--- src/rtl/escalonador_quantum.sv ---
// escalonador_quantum: round-robin process scheduler with a per-slice quantum timer.
//
// Keeps NUM_PROC process slots, each with a state (LIVRE/PRONTO/EXECUTANDO/BLOQUEADO)
// and a saved PC. The FSM (IDLE -> SELECT -> RUN) picks the next ready process
// round-robin, tells the core to switch context and saves the outgoing PC on
// termination, I/O blocking or quantum expiry.
//
// Ports:
//   clock, reset        clock and synchronous active-high reset
//   start               leave IDLE and begin scheduling
//   enable              one instruction retired by the running process
//   pc_atual            next PC of the running process
//   proc_load*          register a new process into a free slot
//   instr_io            running process issued an I/O instruction
//   fim_processo        running process terminated
//   io_done, io_done_id I/O completion for a blocked process
//   troca_contexto      one-cycle pulse: core loads pc_novo
//   pc_novo             resume PC of the selected process
//   pc_salvo            PC saved for the outgoing process
//   processo_atual      id of the running/selected process (also the search pointer)
//   ocioso              no ready process, core must stall
//   ativos              bit i set when slot i is not LIVRE
module escalonador_quantum #(
    parameter int unsigned NUM_PROC = 4,
    parameter int unsigned PID_W    = 2,
    parameter int unsigned PC_WIDTH = 32,
    parameter int unsigned QUANTUM  = 16
) (
    input  logic                clock,
    input  logic                reset,
    input  logic                start,
    input  logic                enable,
    input  logic [PC_WIDTH-1:0] pc_atual,
    input  logic                proc_load,
    input  logic [PID_W-1:0]    proc_load_id,
    input  logic [PC_WIDTH-1:0] proc_load_pc,
    input  logic                instr_io,
    input  logic                fim_processo,
    input  logic                io_done,
    input  logic [PID_W-1:0]    io_done_id,
    output logic                troca_contexto,
    output logic [PC_WIDTH-1:0] pc_novo,
    output logic [PC_WIDTH-1:0] pc_salvo,
    output logic [PID_W-1:0]    processo_atual,
    output logic                ocioso,
    output logic [NUM_PROC-1:0] ativos
);

    localparam int unsigned CntW = 8;
    localparam logic [CntW-1:0] QuantumLast = CntW'(QUANTUM - 1);

    typedef enum logic [1:0] {Livre, Pronto, Executando, Bloqueado} slot_e;
    typedef enum logic [1:0] {StIdle, StSelect, StRun} fsm_e;

    fsm_e                fsm_q, fsm_d;
    slot_e               slot_estado_q [NUM_PROC];
    slot_e               slot_estado_d [NUM_PROC];
    logic [PC_WIDTH-1:0] slot_pc_q [NUM_PROC];
    logic [PC_WIDTH-1:0] slot_pc_d [NUM_PROC];
    logic [CntW-1:0]     cnt_q, cnt_d;
    logic                troca_q, troca_d;
    logic [PC_WIDTH-1:0] pc_novo_q, pc_novo_d;
    logic [PC_WIDTH-1:0] pc_salvo_q, pc_salvo_d;
    logic [PID_W-1:0]    atual_q, atual_d;
    logic                ocioso_q, ocioso_d;

    logic                found;
    logic [PID_W-1:0]    sel_id;
    logic [PID_W-1:0]    cand;
    logic                expira;

    // Round-robin scan starting just after the current id; current id is checked last.
    always_comb begin
        found  = 1'b0;
        sel_id = '0;
        cand   = '0;
        for (int k = 1; k <= int'(NUM_PROC); k++) begin
            cand = PID_W'((int'(atual_q) + k) % int'(NUM_PROC));
            if (!found && slot_estado_q[cand] == Pronto) begin
                found  = 1'b1;
                sel_id = cand;
            end
        end
    end

    always_comb begin
        fsm_d         = fsm_q;
        slot_estado_d = slot_estado_q;
        slot_pc_d     = slot_pc_q;
        cnt_d         = cnt_q;
        troca_d       = 1'b0;
        pc_novo_d     = pc_novo_q;
        pc_salvo_d    = pc_salvo_q;
        atual_d       = atual_q;
        ocioso_d      = ocioso_q;
        expira        = 1'b0;

        // Loads and wake-ups only touch LIVRE/BLOQUEADO slots, while the FSM only
        // touches PRONTO/EXECUTANDO ones, so the writes below never collide.
        if (proc_load && (32'(proc_load_id) < NUM_PROC)
            && slot_estado_q[proc_load_id] == Livre) begin
            slot_estado_d[proc_load_id] = Pronto;
            slot_pc_d[proc_load_id]     = proc_load_pc;
        end
        if (io_done && (32'(io_done_id) < NUM_PROC)
            && slot_estado_q[io_done_id] == Bloqueado) begin
            slot_estado_d[io_done_id] = Pronto;
        end

        unique case (fsm_q)
            StIdle: begin
                if (start) begin
                    fsm_d   = StSelect;
                    atual_d = PID_W'(NUM_PROC - 1);
                end
            end
            StSelect: begin
                if (found) begin
                    slot_estado_d[sel_id] = Executando;
                    atual_d               = sel_id;
                    pc_novo_d             = slot_pc_q[sel_id];
                    troca_d               = 1'b1;
                    cnt_d                 = '0;
                    ocioso_d              = 1'b0;
                    fsm_d                 = StRun;
                end else begin
                    ocioso_d = 1'b1;
                end
            end
            StRun: begin
                expira = enable && (cnt_q == QuantumLast);
                if (enable) begin
                    cnt_d = cnt_q + 1'b1;
                end
                if (fim_processo || instr_io || expira) begin
                    pc_salvo_d         = pc_atual;
                    slot_pc_d[atual_q] = pc_atual;
                    fsm_d              = StSelect;
                    if (fim_processo) begin
                        slot_estado_d[atual_q] = Livre;
                    end else if (instr_io) begin
                        slot_estado_d[atual_q] = Bloqueado;
                    end else begin
                        slot_estado_d[atual_q] = Pronto;
                    end
                end
            end
            default: fsm_d = StIdle;
        endcase
    end

    always_ff @(posedge clock) begin
        if (reset) begin
            fsm_q      <= StIdle;
            cnt_q      <= '0;
            troca_q    <= 1'b0;
            pc_novo_q  <= '0;
            pc_salvo_q <= '0;
            atual_q    <= '0;
            ocioso_q   <= 1'b0;
            for (int i = 0; i < int'(NUM_PROC); i++) begin
                slot_estado_q[i] <= Livre;
                slot_pc_q[i]     <= '0;
            end
        end else begin
            fsm_q         <= fsm_d;
            cnt_q         <= cnt_d;
            troca_q       <= troca_d;
            pc_novo_q     <= pc_novo_d;
            pc_salvo_q    <= pc_salvo_d;
            atual_q       <= atual_d;
            ocioso_q      <= ocioso_d;
            slot_estado_q <= slot_estado_d;
            slot_pc_q     <= slot_pc_d;
        end
    end

    always_comb begin
        for (int i = 0; i < int'(NUM_PROC); i++) begin
            ativos[i] = (slot_estado_q[i] != Livre);
        end
    end

    assign troca_contexto = troca_q;
    assign pc_novo        = pc_novo_q;
    assign pc_salvo       = pc_salvo_q;
    assign processo_atual = atual_q;
    assign ocioso         = ocioso_q;

endmodule

--- config.mk ---
export PLATFORM = sky130hd
export DESIGN_NAME = escalonador_quantum
export DESIGN_NICKNAME = d
export VERILOG_FILES = /design/src/rtl/escalonador_quantum.sv
export SDC_FILE = /design/constraint.sdc
export NUM_CORES = 1
export LEC_CHECK = 0
export BUFFER_PORTS_ARGS = -buffer_cell sky130_fd_sc_hd__buf_2
export CAP_MARGIN = 10
export CORE_MARGIN = 5
export CORE_UTILIZATION = 48
export DETAILED_ROUTE_END_ITERATION = 8
export PLACE_DENSITY = 0.71
export REMOVE_ABC_BUFFERS = 1
export SETUP_SLACK_MARGIN = 0.2
export SYNTH_ARGS = -nofsm -noshare
export SYNTH_HDL_FRONTEND = slang
export SYNTH_SLANG_ARGS = --single-unit
--- constraint.sdc ---
create_clock -name clock -period 2.66 [get_ports clock]
set_input_delay 0.532 -clock clock [delete_from_list [all_inputs] [get_ports clock]]
set_output_delay 0.532 -clock clock [all_outputs]
set_load 0.1 [all_outputs]
==> impl_metrics.yaml, run 1 <==
global_routing:
  grt_pass1_wl_mm: 59.40
  grt.overflow.total: 0
  grt_max_degree: 132
  grt_pass1_vias: 11163
  antenna_found_initial: 2
  grt.total_usage_pct: 25.38
synth:
  ys_seq_elements: 214
  synth_edf_count: 0
  avgSynthCellArea_um2: 8.051
  synth_top_flop_cell: "dfxtp_1"
  postSynth.asyncResetShare_pct: 0
  yosysWarningCount: 0
  seq_area_frac_synth_pct: 36.37
  syn_inst: 1463
  synth_cell_types: 56
  synth_area_um2: 11780
sta:
  fin_setup_tns_ns: 0
  hold_viol: 0
  tightest_slew_ns: 0.6579
  worst_slew_margin_rel_pct: 56.14
  fin_crit_sh_pct: 92.06
  finClkSkew_ns: 0.007229
  fmax_mhz: 408.4
  fin_crit_ns: 2.449
  finalSetupViolations: 0
  slew_violations: 0
  whs_ns: 0.2905
  rsz0062_at_grt: "true"
clocking:
  htree_levels: 1
  cts_buffer_depth: 3
  cts_hold_buffers: 0
  clkLatencyLatePin_ns: 0.52
  cts_made_buffers: 24
  cts.sinks: 214
  clockRootBuffer: "clkbuf_16"
  clkTransAtPathRegs_ns: 0.06
  cts_tree: "built"
worst_setup_path:
  cp_max_fo: 8
  rr_startpoint: "processo_atual[0]"
  crit_arrival_ns: 2.84
  endpoint_kind: "flip-flop"
  worstSetupPathType: "reg2reg"
  required_ns: 3.05
  worstSetupStartpoint: "processo_atual[0]"
  cp-start-kind: "flip-flop"
run_status:
  outcome: "complete, no violations"
placed_design:
  portBuffers: 147
  place_hpwl_mm: 22.80
  place_congestion: 0.8890
  postPlaceCellArea_um2: 12990
  dp_cells: 1845
die:
  rows: 57
  io_pins: 148
  dieHeight_um: 166.7
  core_um2: 24250
  die_w_um: 166.7
  dieArea_um2: 27770
  start_util_pct: 48.58
route:
  wl_mm: 37.38
  drt-pass1-iter-count: 5
  drt-initial-drc-count: 901
  drc_errors: 0
  vias: 11731
  wl_per_cell_um: 19.63
  viasPerCell: 6.161
  ant_nets: 0
power_and_ir_drop:
  switching_share_pct: 36.46
  p_comb_share_pct: 33.8
  intPower_mw: 6.811
  seqPwrFrac_pct: 33.0
  vdd_ir_drop_max_v: 0.0004495
  p_leak_nw: 5.570
  power_density_nw_per_um2: 758.4
  p_switching_mw: 3.908
  power_frac_clock_pct: 33.2
finish:
  final_area_um2: 14130
  fin_nets: 1644
  syn_to_final_growth_pct: 19.99
  final_core_util_pct: 58.29
  instances_no_fill: 1904
  fillers: 2191
  final_common_cell: "dfxtp_1"
  drive_above_1_share_pct: 18.64
  layout_common_cells: "dfxtp_1, nand2_1, mux2i_1"
min_path:
  hp-class: "in2reg"
  hp-start: "pc_atual[6]"
flow_run:
  maxCapViolCount: 0
## synthesized netlist by cell type (all sizes together), types with 2 or more instances
| master | number | area [um^2] |
|---|---|---|
| buf | 32 | 175.2 |
| and2 | 4 | 25.02 |
| mux4 | 2 | 45.04 |
| nor2 | 152 | 570.6 |
| mux2 | 4 | 45.04 |
| mux2i | 160 | 1602 |
| inv | 13 | 48.79 |
| a2111oi | 2 | 30.03 |
| a22oi | 31 | 237.7 |
| xor2 | 5 | 43.79 |
| and3 | 6 | 37.54 |
| o211ai | 30 | 225.2 |
| nand4 | 4 | 25.02 |
| a211oi | 137 | 1028 |
| nand3b | 2 | 15.01 |
| or3 | 3 | 18.77 |
| nand2b | 5 | 31.28 |
| a311o | 4 | 40.04 |
| a311oi | 5 | 43.79 |
| o22ai | 3 | 18.77 |
| nor2b | 8 | 50.05 |
| nand3 | 91 | 455.4 |
| nor3b | 2 | 15.01 |
| a21boi | 3 | 22.52 |
| a22o | 5 | 43.79 |
| dfxtp | 214 | 4284 |
| clkbuf | 104 | 390.4 |
| ha | 9 | 112.6 |
| a21oi | 104 | 520.5 |
| nor4 | 3 | 18.77 |
| a31o | 3 | 26.28 |
| or2 | 3 | 18.77 |
| nand2 | 194 | 728.2 |
| a31oi | 5 | 31.28 |
| a32o | 29 | 290.3 |
| o21a | 3 | 22.52 |
| o21ai | 38 | 190.2 |
| nor3 | 31 | 165.2 |
## power groups by stage
| stage | sequential [mW] | combinational [mW] | clock (mW) |
|---|---|---|---|
| 2_1_floorplan | 4.04 | 1.87 | 0 |
| 6_report | 3.54 | 3.62 | 3.56 |
| 3_3_place_gp | 3.60 | 3.25 | 0 |
| 3_5_place_dp | 3.60 | 3.30 | 0 |
| 5_1_grt | 3.56 | 3.87 | 3.74 |
| 4_1_cts | 3.53 | 3.50 | 3.62 |
## kinds of logic (layout without fill, tap and decap cells)
| group | after synthesis | count (layout) | share of synthesized area [%] |
|---|---|---|---|
| muxes | 166 | 166 | 14.36 |
| DFF | 214 | 214 | 36.37 |
| adders and majority gates | 9 | 9 | 0.9560 |
| xor gates and xnor gates | 6 | 6 | 0.4461 |
| buffers and inverters | 149 | 263 | 5.215 |
| AOI/OAI and AO/OA | 408 | 408 | 23.96 |
| other | 0 | 3 | 0 |
| and+or+nand+nor | 511 | 511 | 18.69 |
## flip-flops by register name (all words and copies together) (netlist names)
register        flops
slot_pc_q         128
pc_novo            32
pc_salvo           32
cnt_q               8
slot_estado_q       8
fsm_q               2
processo_atual      2
ocioso              1
troca_contexto      1
## layout make-up
cell class,count,area (um^2),share of cell area [%]
Antenna cell,3,7.507,0.05312
Clock buffer,34,729.5,5.161
Clock inverter,10,125.1,0.8853
Inverter,13,51.30,0.3630
Multi-Input combinational cell,1100,7012,49.61
Sequential cell,214,4292,30.36
Tap cell,324,405.4,2.868
Timing Repair Buffer,206,1511,10.69
## per-layer routing
layer,global-route usage (%),routed length (um),vias up,share of wire (%)
met4,8.858,1075,2,2.9
met3,4.740,2963,86,7.9
met5,0,13,-,0.035
li1,-,-,5562,-
met1,33.91,16170,5575,43
met2,41.36,17150,506,46
## path summary, 6_finish.rpt
check,end,slack (ns),depth (start not counted)
max reg2reg,pc_novo[5],0.21,10
min,pc_salvo[6],0.29,3
min reg2reg,pc_salvo[7],0.45,2
max,pc_novo[5],0.21,10
## critical path: stages, from the launching register on
cell and delay (ns):
dfxtp_4 0.36, inv_4 0.08, buf_6 0.10, mux4_2 0.51
a22oi_2 0.25, buf_6 0.15, buf_12 0.15, buf_12 0.13
mux2_2 0.35, o22ai_2 0.14, a211oi_2 0.09
## what timing repair did
action,in CTS,in global routing
gates cloned,3,0
pin swaps,0,5
endpoints found under the setup margin,20,82
buffers inserted,8,1
gates resized for setup,3,26
## metrics by stage
stage / total power, mW / worst slack [ns]
final: 10.72 / 0.2111
after global routing: 11.17 / 0.1356
after CTS: 10.64 / 0.1992
after detailed placement: 6.901 / 0.1621
after global placement: 6.847 / 0.2077
after floorplan: 5.906 / -5.758
Power figures use the tool's default switching activity.
==> run 2: changes to the inputs <==
--- a/config.mk
+++ b/config.mk
@@ -8,9 +8,8 @@
 export BUFFER_PORTS_ARGS = -buffer_cell sky130_fd_sc_hd__buf_2
 export CAP_MARGIN = 10
 export CORE_MARGIN = 5
-export CORE_UTILIZATION = 48
+export CORE_UTILIZATION = 41
 export DETAILED_ROUTE_END_ITERATION = 8
-export PLACE_DENSITY = 0.71
 export REMOVE_ABC_BUFFERS = 1
 export SETUP_SLACK_MARGIN = 0.2
 export SYNTH_ARGS = -nofsm -noshare
==> constraint.sdc (replaced) <==
create_clock -name clock -period 2.66 [get_ports clock]
set_input_delay 0.532 -clock clock [delete_from_list [all_inputs] [get_ports clock]]
set_output_delay 0.532 -clock clock [all_outputs]
set_load 0.005 [all_outputs]
==> run 2 against run 1 <==
Against the previous run: via count is 0.72% lower; final area is 0.87% higher; critical path type unchanged; global-route usage is 2.6 points lower; count of clock-buffer cells in the layout is 9 higher; register-to-register slack better by 0.03 ns; critical endpoint is now pc_novo[3]; clock skew is 0.0097 ns higher; die area is 16% higher; sequential share of layout area is 0.29 points lower; setup slack better by 0.028 ns; sequential cell count stayed put; critical path depth is 2 lower.
==> impl_metrics.yaml, run 2 (same netlist as run 1, synthesis figures left out) <==
finish:
  fin_nets: 1647
  syn_to_final_growth_pct: 21.03
  drive_above_1_share_pct: 18.61
  final_area_um2: 14260
  layout_common_cells: "dfxtp_1, nand2_1, mux2i_1"
  final_common_cell: "dfxtp_1"
  largest_reg_flops: 128
  regMostFlops: "slot_pc_q"
  final_core_util_pct: 49.94
  instances_no_fill: 1966
route:
  wl_met3_mm: 2.691
  viasPerCell: 5.924
  wl_mm: 39.84
  routed.top_layer: "met5"
  drt-met1-wl_mm: 18.22
  vias: 11646
  drc_errors: 0
  ant_nets: 0
  drt-pass1-iter-count: 6
  drt-initial-drc-count: 1026
  routed-wl-met2_mm: 18.05
  wl_per_cell_um: 20.27
global_routing:
  grt_pass1_wl_mm: 61.87
  grt.total_usage_pct: 22.81
  grt_pass1_vias: 11114
  grt.overflow.total: 0
  antenna_found_initial: 4
  grt_max_degree: 102
die:
  core_um2: 28550
  rows: 62
  dieArea_um2: 32220
  die_w_um: 179.5
  io_pins: 148
  start_util_pct: 41.26
  dieHeight_um: 179.5
worst_setup_path:
  path_buf_inv: 2
  worstSetupPathType: "reg2reg"
  critPathSlowestCell: "mux4_2"
  crit_arrival_ns: 2.85
  critPathTopFamily: "compound AO/OA/AOI/OAI gates"
  cp_slowest_stage_delay_ns: 0.55
  required_ns: 3.09
  crit_chain: "nand2b_1, mux4_2, a22oi_2, buf_6, buf_16, nand2_1, a311o_1, a211oi_1"
  cp_max_fo: 8
  cp-start-kind: "flip-flop"
  endpoint_kind: "flip-flop"
clocking:
  clkTransAtPathRegs_ns: 0.06
  htree_levels: 1
  cts_tree: "built"
  clockRootBuffer: "clkbuf_16"
  cts_buffer_depth: 3
  clkLatencyLatePin_ns: 0.54
  cts_made_buffers: 26
  cts.sinks: 214
sta:
  rsz0062_at_grt: "false"
  hold_viol: 0
  whs_ns: 0.2705
  fin_crit_sh_pct: 91.00
  slew_violations: 0
  fmax_mhz: 413.1
  fin_setup_tns_ns: 0
  worst_slew_margin_rel_pct: 56.30
  tightest_slew_ns: 0.6555
  final.setup.worst_slack_ns: 0.2394
  finClkSkew_ns: 0.01691
  finalSetupViolations: 0
  fin_crit_ns: 2.421
placed_design:
  dp_cells: 1903
  place_hpwl_mm: 23.27
  post-place-ws_ns: 0.09762
  place_congestion: 0.8253
  postPlaceCellArea_um2: 13020
  portBuffers: 147
power_and_ir_drop:
  vdd_ir_drop_max_v: 0.0004680
  power_density_nw_per_um2: 727.8
  finalPower_mw: 10.38
  p_leak_nw: 5.554
run_status:
  outcome: "complete, no violations"
flow_run:
  maxCapViolCount: 0
min_path:
  hp-class: "in2reg"
run 2: layout make-up:
cell class | instances | area [um^2]
repair buffers | 207 | 1536
multi-input cells | 1100 | 7036
clock buffers | 43 | 815.8
inverters | 13 | 51.30
clock inverters | 3 | 43.79
fillers | 2745 | 14290
diodes | 2 | 5.005
flip-flops and latches | 214 | 4288
well taps | 384 | 480.5
run 2: power breakdown:
group	internal (mW)	switching (mW)	total, mW
clock	2.17	1.41	3.58
sequential	3.39	0.151	3.54
combinational	1.22	2.05	3.26
run 2: layer usage:
metal | global-route usage [%] | up-vias
li1 | - | 5583
met1 | 32.08 | 5553
met2 | 36.82 | 444
met3 | 3.416 | 62
met4 | 5.943 | 4
met5 | 0 | -
run 2: path summary, 6_finish.rpt:
check / start / depth (start not counted) / end / slack, ns
min: pc_atual[29] / 3 / pc_salvo[29] / 0.27
min reg2reg: pc_salvo[18] / 2 / pc_salvo[18] / 0.45
max: slot_estado_q[1] / 8 / pc_novo[3] / 0.24
max reg2reg: slot_estado_q[1] / 8 / pc_novo[3] / 0.24
run 2: repair_timing:
action	in CTS	in global routing
gates resized for setup	0	45
endpoints found under the setup margin	24	38
setup buffers	3	4
cloned	1	7
pin swaps	1	2
hold buffers	0	0
run 2: worst register-to-register path, cell delays in order, from the launching register on:
cell      delay, ns
dfxtp_1        0.33
nand2b_1       0.23
mux4_2         0.55
a22oi_2        0.21
buf_6          0.23
buf_16         0.15
nand2_1        0.05
a311o_1        0.34
a211oi_1       0.25
==> run 3: changes to the inputs <==
--- a/config.mk
+++ b/config.mk
@@ -5,6 +5,7 @@
 export SDC_FILE = /design/constraint.sdc
 export NUM_CORES = 1
 export LEC_CHECK = 0
+export ABC_AREA = 1
 export BUFFER_PORTS_ARGS = -buffer_cell sky130_fd_sc_hd__buf_2
 export CAP_MARGIN = 10
 export CORE_MARGIN = 5
==> run 3 against run 2 <==
Against the previous run: global-route usage fell by 0.13 points; via count fell by 4.8%; count of clock-buffer cells in the layout fell by 7; sequential share of layout area rose by 2.3 points; critical path depth rose by 5; register-to-register slack improved by 0.16 ns; clock power fell by 9.2%; fmax rose by 7.1%; clock skew fell by 0.0030 ns; sequential power rose by 15%; critical endpoint is now slot_pc_q[63]; largest power group is now combinational cells.
==> impl_metrics.yaml, run 3 <==
placed_design:
  postPlaceCellArea_um2: 12360
  place_hpwl_mm: 22.34
  place_congestion: 0.8561
  dp_cells: 2009
  portBuffers: 147
sta:
  slew_violations: 0
  worst_slew_margin_rel_pct: 58.30
  fmax_mhz: 442.4
  rsz0062_at_grt: "true"
  hold_viol: 0
  finClkSkew_ns: 0.01389
  tightest_slew_ns: 0.6249
  fin_crit_sh_pct: 84.99
  fin_crit_ns: 2.261
  finalSetupViolations: 0
  fin_setup_tns_ns: 0
die:
  rows: 60
  die_w_um: 175.6
  start_util_pct: 41.74
  dieArea_um2: 30850
  io_pins: 148
  dieHeight_um: 175.6
  core_um2: 26950
synth:
  synth_fa_ha_area_share_pct: 1.001
  synth_top_area_share_pct: 38.09
  synth_commonest_cells: "nand2_1, o211ai_1, dfxtp_1, inv_1, nand3_1"
  synth_top_family_by_area: "simple AND/OR/NAND/NOR gates"
  syn_inst: 1593
  synth_compound_area_share_pct: 22.66
  synth-simple-area-share_pct: 26.41
  synth_edf_count: 0
  synth_top_flop_cell: "dfxtp_1"
  postSynth.asyncResetShare_pct: 0
  ys_seq_elements: 214
  yosysMostFrequentCell: "nand2_1"
  avgSynthCellArea_um2: 7.061
  synthXorXnorAreaFrac_pct: 0.07786
  synth_area_um2: 11250
  synth_cell_types: 36
  muxShareOfSynthArea_pct: 0
  synthTopCellsByArea: "dfxtp_1, o211ai_1, nand2_1"
  yosysWarningCount: 0
  yosysTopAreaCell: "dfxtp_1"
  seq_area_frac_synth_pct: 38.09
worst_setup_path:
  worstSetupPathType: "reg2reg"
  r2r_cells: 13
  rr_startpoint: "cnt_q[0]"
  cp-start-kind: "flip-flop"
  endpoint: "slot_pc_q[63]"
  required_ns: 3.13
  crit_arrival_ns: 2.73
  cp_max_fo: 26
  worstSetupStartpoint: "cnt_q[0]"
  endpoint_kind: "flip-flop"
  rrSetupSlack_ns: 0.40
  crit-reg2reg-capture: "slot_pc_q[63]"
finish:
  fillers: 2755
  instances_no_fill: 2055
  regMostFlops: "slot_pc_q"
  largest_reg_flops: 128
  final_common_cell: "nand2_1"
  diodes: 0
  final_area_um2: 13240
  multiInputGateArea_um2: 5728
  regArea_um2: 4284
  syn_to_final_growth_pct: 17.69
  drive_above_1_share_pct: 15.99
  layout_common_cells: "nand2_1, o211ai_1, dfxtp_1"
  fin_nets: 1782
clocking:
  cts.sinks: 214
  clkLatencyLatePin_ns: 0.53
  clkTransAtPathRegs_ns: 0.06
  cts_tree: "built"
  cts_buffer_depth: 3
  cts_made_buffers: 25
  clockRootBuffer: "clkbuf_16"
  htree_levels: 1
  post_cts_buffers: 0
global_routing:
  antenna_found_initial: 0
  grt_max_degree: 99
  grt_pass1_vias: 10378
  grt.total_usage_pct: 22.68
  grt_pass1_wl_mm: 57.61
  grt.overflow.total: 0
route:
  drt-pass1-iter-count: 5
  vias: 11092
  wl_per_cell_um: 17.77
  ant_nets: 0
  viasPerCell: 5.398
  wl_mm: 36.52
  drt-initial-drc-count: 885
  drc_errors: 0
run_status:
  outcome: "complete, no violations"
min_path:
  hp-class: "in2reg"
power_and_ir_drop:
  p_leak_nw: 7.035
  power_density_nw_per_um2: 1078
  finalPower_mw: 14.27
  vdd_ir_drop_max_v: 0.001034
flow_run:
  maxCapViolCount: 0
==> run 3: what timing repair did <==
action	4_1_cts	5_1_grt
hold endpoints to repair	0	0
resized for setup	0	16
setup endpoints to repair	0	171
hold buffers	0	0
==> run 3: cells by family after synthesis <==
kind of cell / count (synthesis)
flip-flops: 214
AO/OA/AOI/OAI: 346
XOR/XNOR: 1
buffers and inverters: 324
AND/OR/NAND/NOR: 699
adder cells (fa/ha/maj): 9
==> run 3: through the flow <==
stage,hold slack [ns],setup slack (ns),utilization (%)
CTS,0.3079,0.2191,48.72
detailed placement,0.4378,0.2605,45.86
global placement,0.4335,0.2994,45.86
global route,0.3151,0.1946,49.12
floorplan,0.4367,-1.044,-
finish,0.3320,0.3994,49.12
==> run 3: metal layers <==
layer | vias up | GRT usage, % | part of all wire [%]
met4 | 0 | 4.581 | 1.8
met1 | 5177 | 31.31 | 45
met2 | 372 | 38.05 | 47
li1 | 5498 | - | -
met5 | - | 0 | 0
met3 | 45 | 3.250 | 6.2
==> run 3: how the worst min path moves through the flow <==
| stage | end | slack (ns) | startpoint | cells after the start |
|---|---|---|---|---|
| after global routing | pc_salvo[31] | 0.32 | pc_atual[31] | 3 |
| final | pc_salvo[31] | 0.33 | pc_atual[31] | 3 |
| after floorplan | cnt_q[2] | 0.44 | cnt_q[2] | 2 |
| after CTS | pc_salvo[31] | 0.31 | pc_atual[31] | 3 |
| after global placement | pc_novo[27] | 0.43 | pc_novo[27] | 2 |
| after detailed placement | pc_novo[27] | 0.44 | pc_novo[27] | 2 |
==> run 3: cell type report <==
class                   instances  share of cell area, %
clock inverters                 8                 0.3308
multi-input cells            1056                  43.27
well taps                     341                  3.223
flip-flops and latches        214                  32.36
clock buffers                  36                  5.491
inverters                     213                  6.115
repair buffers                187                  9.206
==> run 3: power by group <==
group          switching [mW]  internal (mW)
Sequential              0.297           3.77
Combinational            4.85           2.11
Clock                    1.36           1.89
Total                    6.51           7.76
==> run 3: critical path, stage by stage (launching register included) <==
cell      delay, ns
dfxtp_1        0.39
ha_1           0.21
nand2_1        0.10
nor2_1         0.09
nand4_1        0.15
nand3_4        0.16
inv_2          0.08
nor2_8         0.18
buf_6          0.20
nand2_4        0.12
buf_12         0.21
o211ai_1       0.12
o211ai_1       0.12
inv_1          0.07
